$ cat src/rtl/super_sha256d.sv
// super_sha256d: self-running SHA-256d of "abc", one compression round per clock
module super_sha256d (
  input  logic        clk,
  input  logic        rst_n,
  output logic [31:0] h1,
  output logic [31:0] h2,
  output logic [31:0] h3,
  output logic [31:0] h4,
  output logic [31:0] h5,
  output logic [31:0] h6,
  output logic [31:0] h7,
  output logic [31:0] h8,
  output logic [31:0] h1_2,
  output logic [31:0] h2_2,
  output logic [31:0] h3_2,
  output logic [31:0] h4_2,
  output logic [31:0] h5_2,
  output logic [31:0] h6_2,
  output logic [31:0] h7_2,
  output logic [31:0] h8_2,
  output logic        done
);
  localparam logic [2:0] INIT1 = 3'd0;
  localparam logic [2:0] RND1  = 3'd1;
  localparam logic [2:0] FIN1  = 3'd2;
  localparam logic [2:0] INIT2 = 3'd3;
  localparam logic [2:0] RND2  = 3'd4;
  localparam logic [2:0] FIN2  = 3'd5;
  localparam logic [2:0] DONE  = 3'd6;
  localparam logic [31:0] IV [8] = '{
    32'h6a09e667, 32'hbb67ae85, 32'h3c6ef372, 32'ha54ff53a,
    32'h510e527f, 32'h9b05688c, 32'h1f83d9ab, 32'h5be0cd19};
  localparam logic [31:0] K [64] = '{
    32'h428a2f98, 32'h71374491, 32'hb5c0fbcf, 32'he9b5dba5, 32'h3956c25b, 32'h59f111f1, 32'h923f82a4, 32'hab1c5ed5,
    32'hd807aa98, 32'h12835b01, 32'h243185be, 32'h550c7dc3, 32'h72be5d74, 32'h80deb1fe, 32'h9bdc06a7, 32'hc19bf174,
    32'he49b69c1, 32'hefbe4786, 32'h0fc19dc6, 32'h240ca1cc, 32'h2de92c6f, 32'h4a7484aa, 32'h5cb0a9dc, 32'h76f988da,
    32'h983e5152, 32'ha831c66d, 32'hb00327c8, 32'hbf597fc7, 32'hc6e00bf3, 32'hd5a79147, 32'h06ca6351, 32'h14292967,
    32'h27b70a85, 32'h2e1b2138, 32'h4d2c6dfc, 32'h53380d13, 32'h650a7354, 32'h766a0abb, 32'h81c2c92e, 32'h92722c85,
    32'ha2bfe8a1, 32'ha81a664b, 32'hc24b8b70, 32'hc76c51a3, 32'hd192e819, 32'hd6990624, 32'hf40e3585, 32'h106aa070,
    32'h19a4c116, 32'h1e376c08, 32'h2748774c, 32'h34b0bcb5, 32'h391c0cb3, 32'h4ed8aa4a, 32'h5b9cca4f, 32'h682e6ff3,
    32'h748f82ee, 32'h78a5636f, 32'h84c87814, 32'h8cc70208, 32'h90befffa, 32'ha4506ceb, 32'hbef9a3f7, 32'hc67178f2};

  function automatic logic [31:0] rotr(input logic [31:0] x, input int n);
    return (x >> n) | (x << (32 - n));
  endfunction
  function automatic logic [31:0] bsig0(input logic [31:0] x);
    return rotr(x, 2) ^ rotr(x, 13) ^ rotr(x, 22);
  endfunction
  function automatic logic [31:0] bsig1(input logic [31:0] x);
    return rotr(x, 6) ^ rotr(x, 11) ^ rotr(x, 25);
  endfunction
  function automatic logic [31:0] ssig0(input logic [31:0] x);
    return rotr(x, 7) ^ rotr(x, 18) ^ (x >> 3);
  endfunction
  function automatic logic [31:0] ssig1(input logic [31:0] x);
    return rotr(x, 17) ^ rotr(x, 19) ^ (x >> 10);
  endfunction

  logic [2:0]  state;
  logic [5:0]  cnt;
  logic [31:0] v [8];
  logic [31:0] w [16];
  logic [31:0] d1 [8];
  logic [31:0] d2 [8];
  logic [31:0] wt, t1, t2;
  logic        blk1;

  // window holds W[t-16..t-1]; during rounds 0-15 its head is the loaded W[t]
  always_comb begin
    blk1 = state == INIT1;
    wt = cnt < 6'd16 ? w[0] : ssig1(w[14]) + w[9] + ssig0(w[1]) + w[0];
    t1 = v[7] + bsig1(v[4]) + ((v[4] & v[5]) ^ (~v[4] & v[6])) + K[cnt] + wt;
    t2 = bsig0(v[0]) + ((v[0] & v[1]) ^ (v[0] & v[2]) ^ (v[1] & v[2]));
  end

  always_ff @(posedge clk or negedge rst_n) begin
    if (!rst_n) begin
      state <= INIT1;
      cnt   <= '0;
      done  <= 1'b0;
      v     <= '{default: '0};
      w     <= '{default: '0};
      d1    <= '{default: '0};
      d2    <= '{default: '0};
    end else begin
      case (state)
        INIT1, INIT2: begin
          v <= IV;
          for (int i = 0; i < 8; i++) w[i] <= blk1 ? (i == 0 ? 32'h61626380 : 32'h0) : d1[i];
          for (int i = 9; i < 15; i++) w[i] <= '0;
          w[8]  <= blk1 ? 32'h0 : 32'h80000000;
          w[15] <= blk1 ? 32'h00000018 : 32'h00000100;
          cnt   <= '0;
          state <= blk1 ? RND1 : RND2;
        end
        RND1, RND2: begin
          v[0] <= t1 + t2;
          v[1] <= v[0];
          v[2] <= v[1];
          v[3] <= v[2];
          v[4] <= v[3] + t1;
          v[5] <= v[4];
          v[6] <= v[5];
          v[7] <= v[6];
          for (int i = 0; i < 15; i++) w[i] <= w[i+1];
          w[15] <= wt;
          cnt   <= cnt + 6'd1;
          if (cnt == 6'd63) state <= state == RND1 ? FIN1 : FIN2;
        end
        FIN1: begin
          for (int i = 0; i < 8; i++) d1[i] <= IV[i] + v[i];
          state <= INIT2;
        end
        FIN2: begin
          for (int i = 0; i < 8; i++) d2[i] <= IV[i] + v[i];
          done  <= 1'b1;
          state <= DONE;
        end
        default: state <= DONE;
      endcase
    end
  end

  assign {h1, h2, h3, h4, h5, h6, h7, h8} = {d1[0], d1[1], d1[2], d1[3], d1[4], d1[5], d1[6], d1[7]};
  assign {h1_2, h2_2, h3_2, h4_2, h5_2, h6_2, h7_2, h8_2} = {d2[0], d2[1], d2[2], d2[3], d2[4], d2[5], d2[6], d2[7]};
endmodule

$ cat config.mk
export PLATFORM = sky130hd
export DESIGN_NAME = super_sha256d
export DESIGN_NICKNAME = d
export VERILOG_FILES = /design/src/rtl/super_sha256d.sv
export SDC_FILE = /design/constraint.sdc
export NUM_CORES = 2
export LEC_CHECK = 0
export BUFFER_PORTS_ARGS = -buffer_cell sky130_fd_sc_hd__clkbuf_2
export CAP_MARGIN = 10
export CORE_MARGIN = 1.5
export CORE_UTILIZATION = 62
export CTS_BUF_LIST = sky130_fd_sc_hd__clkbuf_16
export DETAILED_ROUTE_END_ITERATION = 10
export PLACE_DENSITY = 0.86
export SETUP_SLACK_MARGIN = 0.02
export SLEW_MARGIN = 25
export SYNTH_ARGS = -nofsm -noshare
export SYNTH_HDL_FRONTEND = slang
export SYNTH_SLANG_ARGS = --single-unit
$ cat constraint.sdc
create_clock -name clk -period 11.65 [get_ports clk]
set_input_delay 0.5825 -clock clk [delete_from_list [all_inputs] [get_ports clk]]
set_output_delay 0.5825 -clock clk [all_outputs]
set_load 0.01 [all_outputs]
### Word-level counts from Yosys, hierarchy flattened

Memories as Yosys holds them, arrays and structs flattened.
Index checks and enable logic that the tools add are counted.
Widths: inputs -> output; s select.

* equality and inequality tests: 7
* bitwise operators: 28
* add/subtract/negate cells: 19
* multiplexer cells: 20
* reductions and logical operators: 4
* order comparisons: 2

Operator list (number)
* $pmux 512 s2: 1
* $pmux 256 s2: 1
* $mux 32: 12
* $add 32x32->32: 10
* $xor 32x32->32: 9
* $and 32x32->32: 5
* $add 31x32->32 const A: 3
* $add 32x32->32 const A: 3
* $add 29x32->32 const A: 1
* $add 30x32->32 const A: 1
* $not 32->32: 1
* $or 10x32->32: 1
* $or 13x32->32: 1
* $or 14x32->32: 1
* $or 15x32->32: 1
* $or 19x32->32: 1
* $or 21x32->32: 1
* $or 25x32->32: 1
* $or 26x32->32: 1
* $or 30x32->32: 1
* $or 7x32->32: 1
* $xor 32x22->32: 1
* $xor 32x29->32: 1
* $pmux 6 s2: 1
* 15 further kinds: 20

* ROM bits: 2048
* output and inout bits: 513
* input port bits: 2
* memories kept: 1
* register bits after elaboration: 1290

Memories
* (no name shown): depth 64, width 32, rd ports 1, clocked after Yosys merged registers in 0, write ports 0, RTL line 72 `t1 = v[7] + bsig1(v[4]) + ((v[4] & v[5]) ^ (~v[4] & v[6])) + K[cnt] + wt;`

### Longest topological paths before layout

* depth in word-level cells: 10
* depth in mapped cells: 47
* depth with buffers taken out: 45

### Worst setup path before layout

No wires, ideal clock.

* path type: register to register
* start: register w[43] (netlist name)
* end: register v[255] (netlist name)
* setup slack: 1.789 ns
* path buffers: 1
* library setup time: 0.076 ns
* stages on the path, launching flop included: 44
* data required time: 11.574 ns
* arrival time: 9.784 ns
* path through: dfrtp_1 > clkbuf_1 > xor2_1 > xnor2_1 > fa_1 > fa_1 > inv_1 > ha_1 > fa_1 > a211oi_1 > o211ai_2 > and3_1 > o21ai_0 > nand2b_1 > a21o_1 > a21oi_1 > xnor2_1 > mux2i_1 > [8 not listed] > nand3_1 > a21oi_1 > or3_1 > a21o_1 > a21oi_1 > xor2_1 > fa_1 > inv_1 > ha_1 > nand3_1 > a31oi_1 > nor3_1 > o221ai_1 > o21ai_0 > nand2_1 > a21oi_1 > xnor3_1 > o21ai_1

* word-level cells in the longest chain between the ends: 10
* elaborated cells between the ends (all ways): 11
* those cells by class: add/sub: 5; mux: 2; bitwise: 4

Ends and longest elaborated chain
* start, declared: RTL line 62 `logic [31:0] w [16];`
* $or 13x32->32 / $or 15x32->32 (equally long branches): RTL line 44 `return (x >> n) | (x << (32 - n));`
* $xor 32x32->32: RTL line 56 `return rotr(x, 17) ^ rotr(x, 19) ^ (x >> 10);`
* $xor 32x22->32 *: RTL line 56
* $add 32x32->32 * (3 in a row): RTL line 71 `wt = cnt < 6'd16 ? w[0] : ssig1(w[14]) + w[9] + ssig0(w[1]) + w[0];`
* $mux 32 *: RTL line 71
* $add 32x32->32 *: RTL line 72
* $add 32x32->32 *: RTL line 97 `v[0] <= t1 + t2;`
* $pmux 256 s2 *: RTL line 86 `case (state)`
* end, declared: RTL line 61 `logic [31:0] v [8];`

Every way passes the cells marked *; elsewhere a longest branch is shown, timed or not.
A chain may end at the register's enable or synchronous reset.

### Worst setup path in the final report

* start: register w[50] (netlist name)
* end: register v[253] (netlist name)

* word-level cells in the longest chain between the ends: 10

Ends and longest elaborated chain (RTL line)
* $or 15x32->32: 44
* $xor 32x32->32: 56
* $xor 32x22->32 *: 56
* $add 32x32->32 * (3 in a row): 71
* $mux 32 *: 71
* $add 32x32->32 *: 72
* $add 32x32->32 *: 97
* $pmux 256 s2 *: 86

Marks and branches as above.

==> flow_summary.toml <==
[outcome]
status = "complete, no violations"

[floorplanning]
die_y_microns = 346.3
coreArea_sq_um = 116500
initial_core_util = 0.6271
die_w_microns = 346.3
dieArea_sq_um = 119900
num_rows = 125
ioPinCount = 515

[routing]
via_count = 63820
via_per_inst = 6.874
totalWireLength_microns = 286900
wl_per_cell_microns = 30.90
postRouteAntennaNets = 0
firstDrtPassIters = 6
drc = 0
initialDrtViolationCount = 8764

[placed_design]
dpl_cell_area_sq_um = 76340
dp_hpwl_microns = 209900
dp_cells = 9028
io_buffers = 514
place.gp.congestion = 1.046

[pwr]
ir_worst_vdd_v = 0.0001499
pwr-share-comb = 0.011
p_clk_frac = 0.484
power.share.switching = 0.2276
p_per_area_nw_per_um2 = 109.8
seq_power_share = 0.505
p_sw_mw = 2.020
power_mw = 8.874
p_leak_nw = 37.23
p_int_mw = 6.855

[setup_path]
start_kind = "flip-flop"
cp_max_fo = 8
cp_top_family = "adder cells"
reg2reg_depth = 41
crit-reg2reg-capture = "v[253]"
worstSetupEndpointType = "flip-flop"
cp-endpoint = "v[253]"
worst-path-stages = 41
crit_path_max_incr_delay_ns = 0.69
worstSetupStartpoint = "w[50]"
required_ns = 12.27
crit_buf_inv = 6
arrival_ns = 11.54
rr_startpoint = "w[50]"
crit_slowest_cell = "fa_1"
cpMostUsedCell = "fa_1"
path_class = "reg2reg"
r2r_setup_slack_ns = 0.73

[clock_tree]
root_buffer = "clkbuf_16"
clk_latency_ns = 0.81
clk_pin_slew_ns = 0.06
cts_tree = "done"
clkSinkCount = 1290
cts_inserted_buffers = 137
cts_setup_buffers = 0
htreeDepth = 4
cts_buffer_depth = 3

[yosys]
synth_ff_type = "dfrtp_1"
yosysSeqAreaShare = 0.4418
synthMuxAreaShare = 0.04579
yosysTopAreaCell = "dfrtp_1"
synth_top_area_frac = 0.4418
avgSynthCellArea_sq_um = 9.751
ys_warn_count = 0
netlist_area_sq_um = 73070
synthCells = 7493
synth.distinct_cells = 86
synth_area_leaders = "dfrtp_1, o21ai_0, a22o_1"
synth_nets = 7851
synth_edf_count = 0
yosys.area_share.simple = 0.09324
synth-compound-area-share = 0.2149
synth_top_family_by_area = "compound AO/OA/AOI/OAI gates"
async_flop_share = 1.000
yosys_register_bits = 1290
yosys.area_share.xor_xnor = 0.07053
synth_fa_ha_area_frac = 0.08093

[final_layout]
largest_registers = "w x512, v x256"
final_common_cell = "dfrtp_1"
multiInputGateArea_sq_um = 37030
nets = 8005
layout-drive-gt1-share = 0.1196
largest-register = "w"
nFillCells = 8760
fin_area_sq_um = 80810
instances_no_fill = 9284
largest_reg_flops = 512
area_growth_pct = 10.59
regArea_sq_um = 32300
final_cell_mix = "dfrtp_1, nand2_1, o21ai_0"

[timing]
rsz0062_at_grt = "false"
setup_viol = 0
post-route-period-util = 0.9374
period_needed_ns = 10.92
slew_violations = 0
finalHoldViolCount = 0
clock_skew_ns = 0.04193
fmax_mhz = 91.57
tightest_slew_ns = 1.094
tns_ns = 0
slew_headroom = 0.2704

[global_routing]
grt_max_degree = 259
grt_first_pass_wirelength_microns = 417900
grt_pass1_vias = 60470
grt_usage = 0.4755
overflow = 0
antenna_found_initial = 15

[hold_path]
hold_path.class = "in2async"

[flow_run]
drv_cap = 0
-- power by group through the flow --
stage                     combinational [mW]  clock, mW  sequential, mW
after detailed placement              0.0968          0            4.56
after global placement                0.0959          0            4.56
after CTS                             0.0972       4.31            4.48
after global routing                   0.113       4.49            4.48
final                                 0.0950       4.30            4.48
after floorplan                    0.0000165          0            4.56
-- logic make-up after synthesis --
family / count (synthesis)
compound gates: 2264
mux: 323
fa+ha+maj: 360
xor+xnor: 586
buf+inv: 1026
flops: 1290
simple gates: 1644
-- cell usage after synthesis, types with 31 or more instances --
| master | count |
|---|---|
| dfrtp_1 | 1290 |
| nand2_1 | 902 |
| o21ai_0 | 811 |
| clkbuf_1 | 577 |
| a22o_1 | 462 |
| nor2_1 | 450 |
| inv_1 | 401 |
| xnor2_1 | 361 |
| mux2i_1 | 278 |
| a21oi_1 | 256 |
| a221o_1 | 230 |
| xor2_1 | 223 |
| fa_1 | 189 |
| ha_1 | 167 |
| o22a_1 | 74 |
| a21o_1 | 69 |
| nor3_1 | 67 |
| nand3_1 | 48 |
| mux2_2 | 40 |
| buf_1 | 36 |
| nand2b_1 | 36 |
| o22ai_1 | 33 |
| o21ai_1 | 31 |
-- final cells by class --
| cell class | instances | share of cell area |
|---|---|---|
| inverters | 407 | 0.01891 |
| clock buffers | 141 | 0.04366 |
| diodes | 10 | 0.0003097 |
| flip-flops and latches | 1290 | 0.3997 |
| repair buffers | 634 | 0.04563 |
| well taps | 1524 | 0.02360 |
| clock inverters | 101 | 0.009894 |
| multi-input cells | 5177 | 0.4583 |
-- per-stage QoR --
| step | hold WS, ns | util | worst slack (ns) |
|---|---|---|---|
| final | 0.4335 | 0.6935 | 0.7294 |
| after global routing | 0.4772 | 0.6933 | 0.1147 |
| after CTS | 0.4745 | 0.6924 | 0.4119 |
| after detailed placement | 0.4593 | 0.6551 | 0.4419 |
| after global placement | 0.4514 | 0.6550 | 0.5547 |
| after floorplan | 0.2869 | - | 1.789 |
-- how the worst min path moves through the flow --
stage                     startpoint  cells past startpoint     end
final                          rst_n                      2  v[234]
after global routing            done                      1    done
after CTS                       done                      1    done
after detailed placement        done                      1    done
after global placement          done                      1    done
after floorplan                rst_n                      0  cnt[0]
-- layer usage --
metal	global-route usage	part of all wire	vias up
met1	0.6263	0.37	31560
li1	-	-	26540
met3	0.1589	0.13	1012
met2	0.6651	0.41	4676
met5	0	0.00046	-
met4	0.3228	0.084	24
-- worst register-to-register path: cells and delay by family (launching register included) --
kind	cells	cell delay, ns
compound gates	18	3.32
flops	1	0.44
buf+inv	6	0.83
xor+xnor	4	1.22
simple gates	3	0.33
fa+ha+maj	10	4.61
-- timing repair --
item	in CTS	in global routing
hold endpoints to repair	146	0
resized for setup	0	3
endpoints found under the setup margin	0	3
hold buffers	1	0
No activity file was read; power rests on OpenSTA's default activity.
